==> config.mk <==
export PLATFORM = sky130hd
export DESIGN_NAME = lfsr_prbs
export DESIGN_NICKNAME = d
export VERILOG_FILES = /design/src/rtl/lfsr_pkg.sv /design/src/rtl/prbs_checker.sv /design/src/rtl/lfsr_prbs.sv
export SDC_FILE = /design/constraint.sdc
export NUM_CORES = 1
export LEC_CHECK = 0
export CORE_ASPECT_RATIO = 2
export CORE_MARGIN = 1
export CORE_UTILIZATION = 51
export DETAILED_ROUTE_END_ITERATION = 8
export PLACE_DENSITY = 0.77
export RECOVER_POWER = 25
export SYNTH_ARGS = -nofsm -noshare
export SYNTH_HDL_FRONTEND = slang
export SYNTH_SLANG_ARGS = --single-unit
==> constraint.sdc <==
create_clock -name clk -period 2.2 [get_ports clk]
set_clock_uncertainty 0.1 [all_clocks]
set_input_delay 0.33 -clock clk [delete_from_list [all_inputs] [get_ports clk]]
set_output_delay 0.33 -clock clk [all_outputs]
set_load 0.02 [all_outputs]
==> src/rtl/lfsr_pkg.sv <==
// Shared definitions for the PRBS generator/checker slice:
// checker state encoding, counter width and known maximal-length tap masks.
package lfsr_pkg;

    typedef enum logic {
        HUNT = 1'b0,
        LOCK = 1'b1
    } chk_state_t;

    localparam int ERR_CNT_W = 16;

    localparam logic [6:0]  TAPS_N7  = 7'h60;
    localparam logic [8:0]  TAPS_N9  = 9'h110;
    localparam logic [14:0] TAPS_N15 = 15'h6000;
    localparam logic [22:0] TAPS_N23 = 23'h420000;
    localparam logic [30:0] TAPS_N31 = 31'h48000000;

endpackage

==> src/rtl/prbs_checker.sv <==
// Self-synchronising PRBS checker: fills from the received stream,
// then predicts each next bit and counts mismatches.
module prbs_checker
    import lfsr_pkg::*;
#(
    parameter int             N       = 7,
    parameter logic [N-1:0]   TAPS    = N'(7'h60),
    parameter int             ERR_LIM = 4
) (
    input  logic                 clk,
    input  logic                 rst_n,
    input  logic                 chk_en,
    input  logic                 chk_in,
    input  logic                 err_clr,
    output logic                 chk_lock,
    output logic                 err,
    output logic [ERR_CNT_W-1:0] err_cnt
);

    localparam int FW = $clog2(N + 1);

    chk_state_t      state;
    logic [N-1:0]    creg;
    logic [FW-1:0]   fill;
    logic [3:0]      miss;
    logic            exp_bit;
    logic            mismatch;
    logic            hit;

    assign exp_bit  = ~^(creg & TAPS);
    assign mismatch = chk_in != exp_bit;
    // Only a valid bit seen while locked counts as an error
    assign hit      = chk_en && (state == LOCK) && mismatch;
    assign chk_lock = (state == LOCK);

    always_ff @(posedge clk or negedge rst_n) begin
        if (!rst_n) begin
            state   <= HUNT;
            creg    <= '0;
            fill    <= '0;
            miss    <= '0;
            err     <= 1'b0;
            err_cnt <= '0;
        end else begin
            err <= hit;
            if (err_clr)
                err_cnt <= ERR_CNT_W'(hit);
            else if (hit && err_cnt != '1)
                err_cnt <= err_cnt + 1'b1;
            if (chk_en) begin
                creg <= {creg[N-2:0], chk_in};
                unique case (state)
                    HUNT: begin
                        if (fill == FW'(N - 1)) begin
                            state <= LOCK;
                            fill  <= '0;
                        end else begin
                            fill <= fill + 1'b1;
                        end
                    end
                    LOCK: begin
                        if (mismatch) begin
                            if (miss == 4'(ERR_LIM - 1)) begin
                                state <= HUNT;
                                fill  <= '0;
                                miss  <= '0;
                            end else begin
                                miss <= miss + 1'b1;
                            end
                        end else begin
                            miss <= '0;
                        end
                    end
                    default: state <= HUNT;
                endcase
            end
        end
    end

endmodule

==> src/rtl/lfsr_prbs.sv <==
// XNOR-feedback Fibonacci LFSR PRBS generator with lock-up-safe seed load,
// paired with a prbs_checker for the receive side.
module lfsr_prbs
    import lfsr_pkg::*;
#(
    parameter int           N       = 7,
    parameter logic [N-1:0] TAPS    = N'(7'h60),
    parameter logic [N-1:0] SEED    = '0,
    parameter int           ERR_LIM = 4
) (
    input  logic                 clk,
    input  logic                 rst_n,
    input  logic                 en,
    input  logic                 load,
    input  logic [N-1:0]         seed_in,
    output logic                 gen_out,
    output logic [N-1:0]         gen_state,
    output logic                 lockup,
    input  logic                 chk_en,
    input  logic                 chk_in,
    input  logic                 err_clr,
    output logic                 chk_lock,
    output logic                 err,
    output logic [ERR_CNT_W-1:0] err_cnt
);

    logic [N-1:0] state;
    logic         fb;

    assign fb        = ~^(state & TAPS);
    assign gen_out   = state[N-1];
    assign gen_state = state;

    // All-ones is the XNOR lock-up state, so it is never accepted as a seed
    always_ff @(posedge clk or negedge rst_n) begin
        if (!rst_n) begin
            state  <= '0;
            lockup <= 1'b0;
        end else begin
            lockup <= load && (&seed_in);
            if (load)
                state <= (&seed_in) ? SEED : seed_in;
            else if (en)
                state <= {state[N-2:0], fb};
        end
    end

    prbs_checker #(
        .N       (N),
        .TAPS    (TAPS),
        .ERR_LIM (ERR_LIM)
    ) u_chk (
        .clk      (clk),
        .rst_n    (rst_n),
        .chk_en   (chk_en),
        .chk_in   (chk_in),
        .err_clr  (err_clr),
        .chk_lock (chk_lock),
        .err      (err),
        .err_cnt  (err_cnt)
    );

endmodule

Word-level counts from Yosys, hierarchy flattened --
Index checks and enable logic that the tools add are counted.
Word-level totals: register bits 40, input bits 14, output and inout bits 27
Cells by class: add/sub/neg operators 3, equal/unequal tests 6, muxes and demuxes 15, bitwise operators 1, reduce and logical (&&, ||, !) cells 11
Operator list (number):
- 16-bit 2-to-1 mux | 2
- 7-bit 2-to-1 mux | 3
- 16-bit by 1-bit adder with 16-bit output (second input constant) | 1
- 16-bit != test (second input constant) | 1
- 7-bit XNOR reduction | 2
- 3-bit 2-to-1 mux | 3
- 4-bit 2-to-1 mux | 2
- 7-bit AND reduction | 1
- 3-bit case mux with 2 select lines | 1
- 4-bit by 1-bit adder with 4-bit output (second input constant) | 1
- 4-bit by 2-bit == test with 1-bit output (second input constant) | 1
- 1-bit logical AND | 4
- 2-bit != test (second input constant) | 2
- 2-bit nonzero test | 2
- 3-bit by 1-bit adder with 3-bit output (second input constant) | 1
- 3-bit == test (second input constant) | 1
- 1-bit 2-to-1 mux | 3
- 3-bit AND reduction | 1
- 1-bit case mux with 2 select lines | 1
- 2-bit AND reduction | 1
- 1-bit != test | 1
- 1-bit inverter | 1

Longest topological paths before layout --
depth after elaboration 6, depth in mapped cells 6, mapped depth without buffers 5

Hierarchy --
A second synthesis with hierarchy kept.
Unflattened totals: cells, all modules 197, area total of the unflattened synthesis 2083.2 µm²
Modules (own cells, without submodules):
- prbs_checker | times used 1, cells an instance 160, area each 1676.6 µm², seq. area each 800.8 µm²
- lfsr_prbs | times used 1, cells an instance 37, area each 406.6 µm², seq. area each 200.2 µm²

Worst setup path after synthesis --
Ideal clock, no wire load.
path kind reg-to-reg, start point register u_chk.err_cnt[8], end point register u_chk.err_cnt[15], data arrival time 1.909 ns, data required time 2.022 ns, slack 0.113 ns, cell stages (with the launch flop) 5, path buffers 0, path through dfrtp_1 > nand4_4 > or4_4 > or4_1 > a21oi_1
On the way: cells in the longest elaborated chain, start to end 3, elaborated cells between the ends (all ways) 6
Ends and longest elaborated chain:
- start: declaration | line prbs_checker.sv:17 | output logic [ERR_CNT_W-1:0] err_cnt
- start signal: assignment | line prbs_checker.sv:47 | err_cnt <= ERR_CNT_W'(hit);
- start signal: assignment | line prbs_checker.sv:49 | err_cnt <= err_cnt + 1'b1;
- 16-bit by 1-bit adder with 16-bit output / 16-bit != test (equally long branches) | line prbs_checker.sv:49, prbs_checker.sv:48
- 16-bit 2-to-1 mux / 1-bit logical AND (equally long branches) | line prbs_checker.sv:48 | else if (hit && err_cnt != '1)
- 16-bit 2-to-1 mux / 2-bit nonzero test (equally long branches)
Several ways; a longest one is shown, not always the timed one. The select of a mux whose other input is x is not followed. A chain may end at the register's enable or synchronous reset.

Worst setup path in the final report --
start point register u_chk.err_cnt[9], end point register u_chk.err_cnt[15]
The elaborated chain is that of the path after synthesis.

==> flow_results.org <==
** Finish
- The net count of the finished layout is 279.
- Growth of design area from synthesis to finish :: 31.69%
- Summing all flip-flop and latch instances after layout gives 1001 sq um.
- The finished cells cover 2745 sq um.
- Final non-filler cell total :: 314
- The post-route netlist has 16.35% of its cells at a drive strength greater than 1.
- In the final layout, the multi-input gates occupy 1031 sq um.
- Filler cells :: 328
- Commonest non-fill, non-tap cell in the layout :: sky130_fd_sc_hd__dfrtp_1
- In the layout the commonest cells are sky130_fd_sc_hd__dfrtp_1, sky130_fd_sc_hd__clkdlybuf4s50_1, sky130_fd_sc_hd__nand2_1.
- Diodes inserted :: 0
- Core occupancy in the finished layout :: 70.68%

** Synthesis
- Yosys printed 0 warnings.
- Top_reg_cell synth :: sky130_fd_sc_hd__dfrtp_1
- Gate Count Post-Synth :: 206
- Adder-cell share of the synthesized area :: 1.200%
- Portion of netlist area occupied by mux cells :: 9.304%
- Distinct cell type count after synthesis :: 43
- Flops & latches, synth :: 40
- Post-synthesis share of cell area spent on xor and xnor gates :: 2.641%
- The share of the Yosys chip area taken by registers is 48.02%.
- Library cell with the largest summed area after synthesis :: sky130_fd_sc_hd__dfrtp_1
- After synthesis, the largest family of logic cells by area is simple AND/OR/NAND/NOR gates.
- Compound-cell area share of the yosys netlist :: 14.35%
- After synthesis, the cell types taking the most area are sky130_fd_sc_hd__dfrtp_1, sky130_fd_sc_hd__mux2_2, sky130_fd_sc_hd__nand2_1, sky130_fd_sc_hd__a21oi_1, sky130_fd_sc_hd__mux2i_1.
- Post-Syn Nets :: 222
- The share of synthesized area in the top cell type comes to 48.02%.
- Netlist area before placement :: 2084 sq um
- Of the total synthesized cell area, the portion taken by AND, OR, NAND and NOR gates is 21.97%.
- Averaged over all synthesized cells, the footprint is 10.12 sq um.
- In this run, synthesis inferred 0 flip-flops with an integrated enable.
- For this run, asynchronously set or reset flops after synthesis account for 100.0%.

** Placed design
- Routability cong. :: 0.8931
- Counting tap cells, the placed design contains a total of 306 instances.
- Before CTS, the worst setup slack after placement is -0.03167 ns.
- Count of input and output buffers :: 40
- In this run the cell area measured after placement is 2641 sq um.
- Once detailed placement completed, the half-perimeter wirelength came to 3681 um.

** GRT
- For this run, the total global-route usage over all layers was measured as 25.73%.
- Antenna violations before repair :: 0
- Entering global routing, the biggest net connects 41 pins.
- Overflow after GRT :: 0
- The first global-routing pass estimated 7928 um of wire.
- The number of global-route vias before repair is 1782.

** Critical path
- Crit path cell chain :: nand4_4 > or4_4 > or4_1 > a21oi_1
- Along the worst path, the maximum fanout reaches 6.
- The startpoint identified for the worst register-to-register timing path is u_chk.err_cnt[9].
- Depth of the worst register-to-register path :: 4
- On the critical path, the stage with the largest delay is an instance of sky130_fd_sc_hd__or4_4.
- Required @ worst endpoint :: 2.31 ns
- Setup crit start :: u_chk.err_cnt[9]
- For the worst setup path, the data arrival time is 2.23 ns.
- End of the worst register-to-register path :: u_chk.err_cnt[15]
- Kind of end point of the critical path :: flop
- The worst setup path is launched from a flop.
- The critical path is of the flop to flop type.
- In this design, the stage delay of the slowest critical-path cell is 0.59 ns.
- Timing endpoint of the critical path :: u_chk.err_cnt[15]
- Setup slack on the worst reg-to-reg path comes out at 0.09 ns.

** Clocking
- TritonCTS clock tree :: yes
- H-Tree Level Count :: 2
- For this design, the sink count on the clock tree is 40.
- After clock tree synthesis, the repair step resized 0 gates.
- Buffer count from post-CTS setup fixing :: 0
- CTS buffer count :: 5
- Clock-pin slew was measured on the worst setup and hold paths at 0.07 ns.
- Clock latency of the later-clocked register in the worst-skew pair :: 0.29 ns
- The cell sitting at the root of the clock tree is a sky130_fd_sc_hd__clkbuf_8.
- The clock passes through at most 2 buffers.
- After clock tree synthesis, the flow added hold-fix buffers numbering 1.

** Power and ir drop
- Of the total power, the share spent switching nets is 30.18%.
- Overall power consumption after layout is estimated at 2.089 mW.
- Leak :: 1.154 nW
- The internal portion of the total power is 1.458 mW.
- For this design the ratio of total power to cell area is 760.9 nW/um^2.
- Across the VDD grid, the largest voltage drop is 0.7582 mV.
- The share of total power dissipated in combinational logic is 28.9%.
- Switching power summed over all nets :: 630.3 uW
- Share of total power in the clock network :: 24.8%
- Registers are responsible for 46.3% of the overall power.

** Timing
- Final total negative setup slack :: 0 ns
- The worst path uses 95.98% of the clock period.
- The number of pins with negative max-slew slack in the final report is 0.
- Static timing analysis puts the maximum clock frequency at 473.6 MHz.
- Setup violations remaining at the end of the flow were counted as 0.
- Unrepaired setup endpoints after global routing :: false
- Final hold viol count :: 0
- Worst Slack Setup Final :: 0.08853 ns
- Max_slew headroom :: 35.37%
- Counting I/O delays and the setup requirement, the final critical path takes 2.111 ns.
- On the final layout, the worst hold slack is 0.4133 ns.
- For the pin with the worst max-slew slack, the measured transition is 0.9695 ns.

** Die
- The floorplan step set the die width to 47.21 um.
- I/O pin count :: 41
- The die covers 4362 sq um.
- For this configuration, the core starts out at a cell density of 53.67%.
- The floorplan has 32 rows.
- Chip Height :: 92.41 um
- Core region area :: 3884 sq um

** Detailed routing
- Final ANT Viol Nets :: 0
- WL final :: 4891 um
- In this run, the number of DRC markers left after iteration 0 of detailed routing was 35.
- Vias :: 1826
- After detailed routing, the number of remaining DRC violations is 0.
- Count of TritonRoute iterations in the first routing pass :: 4
- Routed via count divided by cell count :: 5.815
- Dividing the detail-routed wire length by the instance count gives 15.58 um.

** Outcome
- Outcome :: finished, final reports clean

** Flow run
- Number of max-capacitance violations reported :: 0

** Hold path
- In this run the worst hold path is classified as flop to flop.
## worst min-delay path by stage
stage                  startpoint  cells past startpoint  slack, ns            end
floorplan                   rst_n                      0      -0.07   gen_state[0]
global placement            rst_n                      2       0.32  u_chk.fill[2]
detailed placement          rst_n                      2       0.32  u_chk.fill[2]
CTS                 u_chk.creg[3]                      1       0.41  u_chk.creg[3]
global route        u_chk.creg[2]                      1       0.44  u_chk.creg[2]
finish              u_chk.creg[3]                      1       0.41  u_chk.creg[3]
## cells by family after synthesis
group                      after synthesis
and+or+nand+nor                         85
AOI/OAI and AO/OA                       45
DFF                                     40
muxes                                   18
buffers and inverters                   13
xor gates and xnor gates                 3
adders and majority gates                2
## power groups by stage
stage	Sequential, mW	Combinational (mW)	Clock (mW)
4_1_cts	0.966	0.613	0.538
5_1_grt	0.988	0.660	0.561
3_5_place_dp	0.981	0.610	0
3_3_place_gp	0.978	0.598	0
2_1_floorplan	1.01	0.328	0
6_report	0.966	0.604	0.519
## layout make-up
class | instances | share of cell area, %
timing repair buffer | 59 | 19.60
sequential | 40 | 36.46
inverter | 4 | 0.5469
clock buffer | 7 | 3.510
multi-input combinational | 153 | 37.56
tap | 51 | 2.325
## critical path, delay by kind of cell (launching register included)
kind	cells	cell delay, ns
flops	1	0.46
simple gates	3	1.29
compound gates	1	0.18
## cell usage after synthesis, types with 2 or more instances
master,number
sky130_fd_sc_hd__nand2_1,21
sky130_fd_sc_hd__nand3b_1,2
sky130_fd_sc_hd__inv_1,4
sky130_fd_sc_hd__clkbuf_1,8
sky130_fd_sc_hd__nor2_1,17
sky130_fd_sc_hd__nor2b_1,5
sky130_fd_sc_hd__nor3_1,4
sky130_fd_sc_hd__o2bb2ai_1,2
sky130_fd_sc_hd__nor4_1,7
sky130_fd_sc_hd__dfrtp_1,40
sky130_fd_sc_hd__o31ai_1,5
sky130_fd_sc_hd__nand3_1,5
sky130_fd_sc_hd__o21ai_0,6
sky130_fd_sc_hd__or3_1,2
sky130_fd_sc_hd__a31oi_1,2
sky130_fd_sc_hd__mux2_2,11
sky130_fd_sc_hd__o41ai_1,4
sky130_fd_sc_hd__or4_1,3
sky130_fd_sc_hd__ha_1,2
sky130_fd_sc_hd__and2_1,2
sky130_fd_sc_hd__or2_2,2
sky130_fd_sc_hd__a21oi_1,15
sky130_fd_sc_hd__o311ai_0,4
sky130_fd_sc_hd__mux2i_1,7
sky130_fd_sc_hd__nand4_1,8
## registers in the layout (all words and copies together), names as in the netlist
| register | cells |
|---|---|
| lockup | 1 |
| u_chk.chk_lock | 1 |
| u_chk.fill | 3 |
| u_chk.creg | 7 |
| u_chk.err_cnt | 16 |
| u_chk.err | 1 |
| u_chk.miss | 4 |
| gen_state | 7 |
## metal layers
layer / up-vias / global-route usage (%) / share of wire [%]
li1: 880 / - / -
met1: 879 / 26.14 / 35
met2: 53 / 45.49 / 57
met3: 14 / 3.899 / 3.6
met4: 0 / 15.00 / 3.4
met5: - / 0 / 0
Power figures use the tool's default switching activity.
==> RTL change (same flow settings) <==
`N` is set to 7 in 2 places; all go to 6.
--- a/src/rtl/prbs_checker.sv
+++ b/src/rtl/prbs_checker.sv
@@ -3,7 +3,7 @@
 module prbs_checker
     import lfsr_pkg::*;
 #(
-    parameter int             N       = 7,
+    parameter int             N       = 6,
     parameter logic [N-1:0]   TAPS    = N'(7'h60),
     parameter int             ERR_LIM = 4
 ) (
--- a/src/rtl/lfsr_prbs.sv
+++ b/src/rtl/lfsr_prbs.sv
@@ -3,7 +3,7 @@
 module lfsr_prbs
     import lfsr_pkg::*;
 #(
-    parameter int           N       = 7,
+    parameter int           N       = 6,
     parameter logic [N-1:0] TAPS    = N'(7'h60),
     parameter logic [N-1:0] SEED    = '0,
     parameter int           ERR_LIM = 4
Interface: changed (resized gen_state and seed_in); port bits go from 41 to 39. The function was not compared with the original's and may differ.
==> RTL change against the unedited design <==
Global-route usage shrank 0.14 points. Highest routed layer unchanged. Power shrank 8.9%. Largest cell class unchanged. Maximum frequency grew 5.5%. Critical path type unchanged. Setup slack gained 0.11 ns. Combinational power shrank 19%. Sequential cell count shrank 2. Area after synthesis shrank 4.1%. Routed wire length shrank 2.2%. Design area shrank 6.7%. Sequential share of layout area grew 0.65 points.
==> RTL change: results (changes against the unedited design) <==
- Fill count: 293 (was 328)
- Status: completed (unchanged)
- Final net count: 256 (was 279)
- Detailed Place HPWL: 3655 um (was 3681 um)
- Global placer's final weighted congestion: 0.8732 (was 0.8931)
- Largest net degree at the start of global routing: 39 (was 41)
- Reg2Reg Depth: 5 (was 4)
- Layout cells sized above 1: 0.1488 (was 0.1635)
- Seq/Total Area, Yosys: 0.4759 (was 0.4802)
- Core Util, Final: 0.6954 (was 0.7068)
- R2R Path Start: u_chk.err_cnt[0]$_DFFE_PN0P_ (was u_chk.err_cnt[9]$_DFFE_PN0P_)
- CP arrival: 2.08 ns (was 2.23 ns)
- Seq pwr: 0.924 mW (was 0.966 mW)
- DRT iter0 DRCs: 46 (was 35)
- RR Endpoint: u_chk.err_cnt[10]$_DFFE_PN0P_ (was u_chk.err_cnt[15]$_DFFE_PN0P_)
- Number of port buffers: 38 (was 40)
- Cell total after placement: 283 (was 306)
- Yosys top cell area share: 0.4759 (was 0.4802)
- Global-route wire length before repair: 7817 um (was 7928 um)
- Area contributors post-synth: dfrtp_1 (48%), nand2_1 (4.1%), o31ai_1 (4.1%), mux2_2 (3.9%), or4_1 (3.8%) (was dfrtp_1 (48%), mux2_2 (5.9%), nand2_1 (3.8%), a21oi_1 (3.6%), mux2i_1 (3.4%))
- Vias: 1775 (was 1826)
- Drt total wl: 4782 um (was 4891 um)
- Placed Area: 2471 um2 (was 2641 um2)
- Unique cell type count in the Yosys netlist: 46 (was 43)
- Most frequent cells after synthesis: dfrtp_1 (38), nand2_1 (22), a21oi_1 (13) (was dfrtp_1 (40), nand2_1 (21), nor2_1 (17))
- Post-Syn Nets: 209 (was 222)
- Max-slew headroom: 0.3654 (was 0.3537)
- P_leak: 1.030 nW (was 1.154 nW)
- Peak VDD IR: 568.2 uV (was 758.2 uV)
- Post-DR wirelength/cell: 16.43 um (was 15.58 um)
- Clk pwr: 0.488 mW (was 0.519 mW)
- Mean Syn Cell Area: 10.30 um2 (was 10.12 um2)
- DP Worst Slack: -0.08845 ns (was -0.03167 ns)
- Clk pwr share: 0.256 (was 0.248)
[RTL change: area by class of cell]
class | instances | share of cell area
clock inverter | 1 | 0.001953
inverter | 4 | 0.005859
tap | 49 | 0.02393
timing repair buffer | 48 | 0.1758
clock buffer | 7 | 0.03369
multi-input combinational | 144 | 0.3877
sequential | 38 | 0.3711
[RTL change: worst min-delay path by stage]
stage / startpoint / end / slack (ns) / cells past startpoint
after floorplan: rst_n / gen_state[0]$_DFFE_PN0P_ / -0.07 / 0
after global placement: rst_n / u_chk.err_cnt[9]$_DFFE_PN0P_ / 0.37 / 1
after detailed placement: rst_n / u_chk.err_cnt[9]$_DFFE_PN0P_ / 0.39 / 1
after CTS: rst_n / u_chk.err_cnt[9]$_DFFE_PN0P_ / 0.08 / 1
after global routing: rst_n / u_chk.err_cnt[8]$_DFFE_PN0P_ / 0.17 / 1
final: rst_n / u_chk.err$_DFF_PN0_ / 0.08 / 1
[RTL change: cells by family (layout without fill, tap and decap cells)]
family | count (synthesis) | after routing | synth area share
AOI/OAI and AO/OA | 48 | 48 | 0.1559
xor gates and xnor gates | 2 | 2 | 0.01816
adders and majority gates | 2 | 2 | 0.01252
buffers and inverters | 12 | 60 | 0.02692
DFF | 38 | 38 | 0.4759
muxes | 12 | 12 | 0.06450
and+or+nand+nor | 80 | 80 | 0.2461
[RTL change: per-layer routing]
layer / vias up / GRT usage / wire length [um]
met5: - / 0 / 0
met4: 0 / 0.1348 / 171
met3: 14 / 0.03800 / 179
met2: 56 / 0.4601 / 2735
met1: 868 / 0.2573 / 1695
li1: 837 / - / -
[RTL change: worst max-delay path: stages (launching register included)]
cell and delay (ns):
dfrtp_1 0.46, ha_1 0.26, and2_1 0.29, nand3_1 0.11
a311oi_1 0.29, mux2_2 0.38
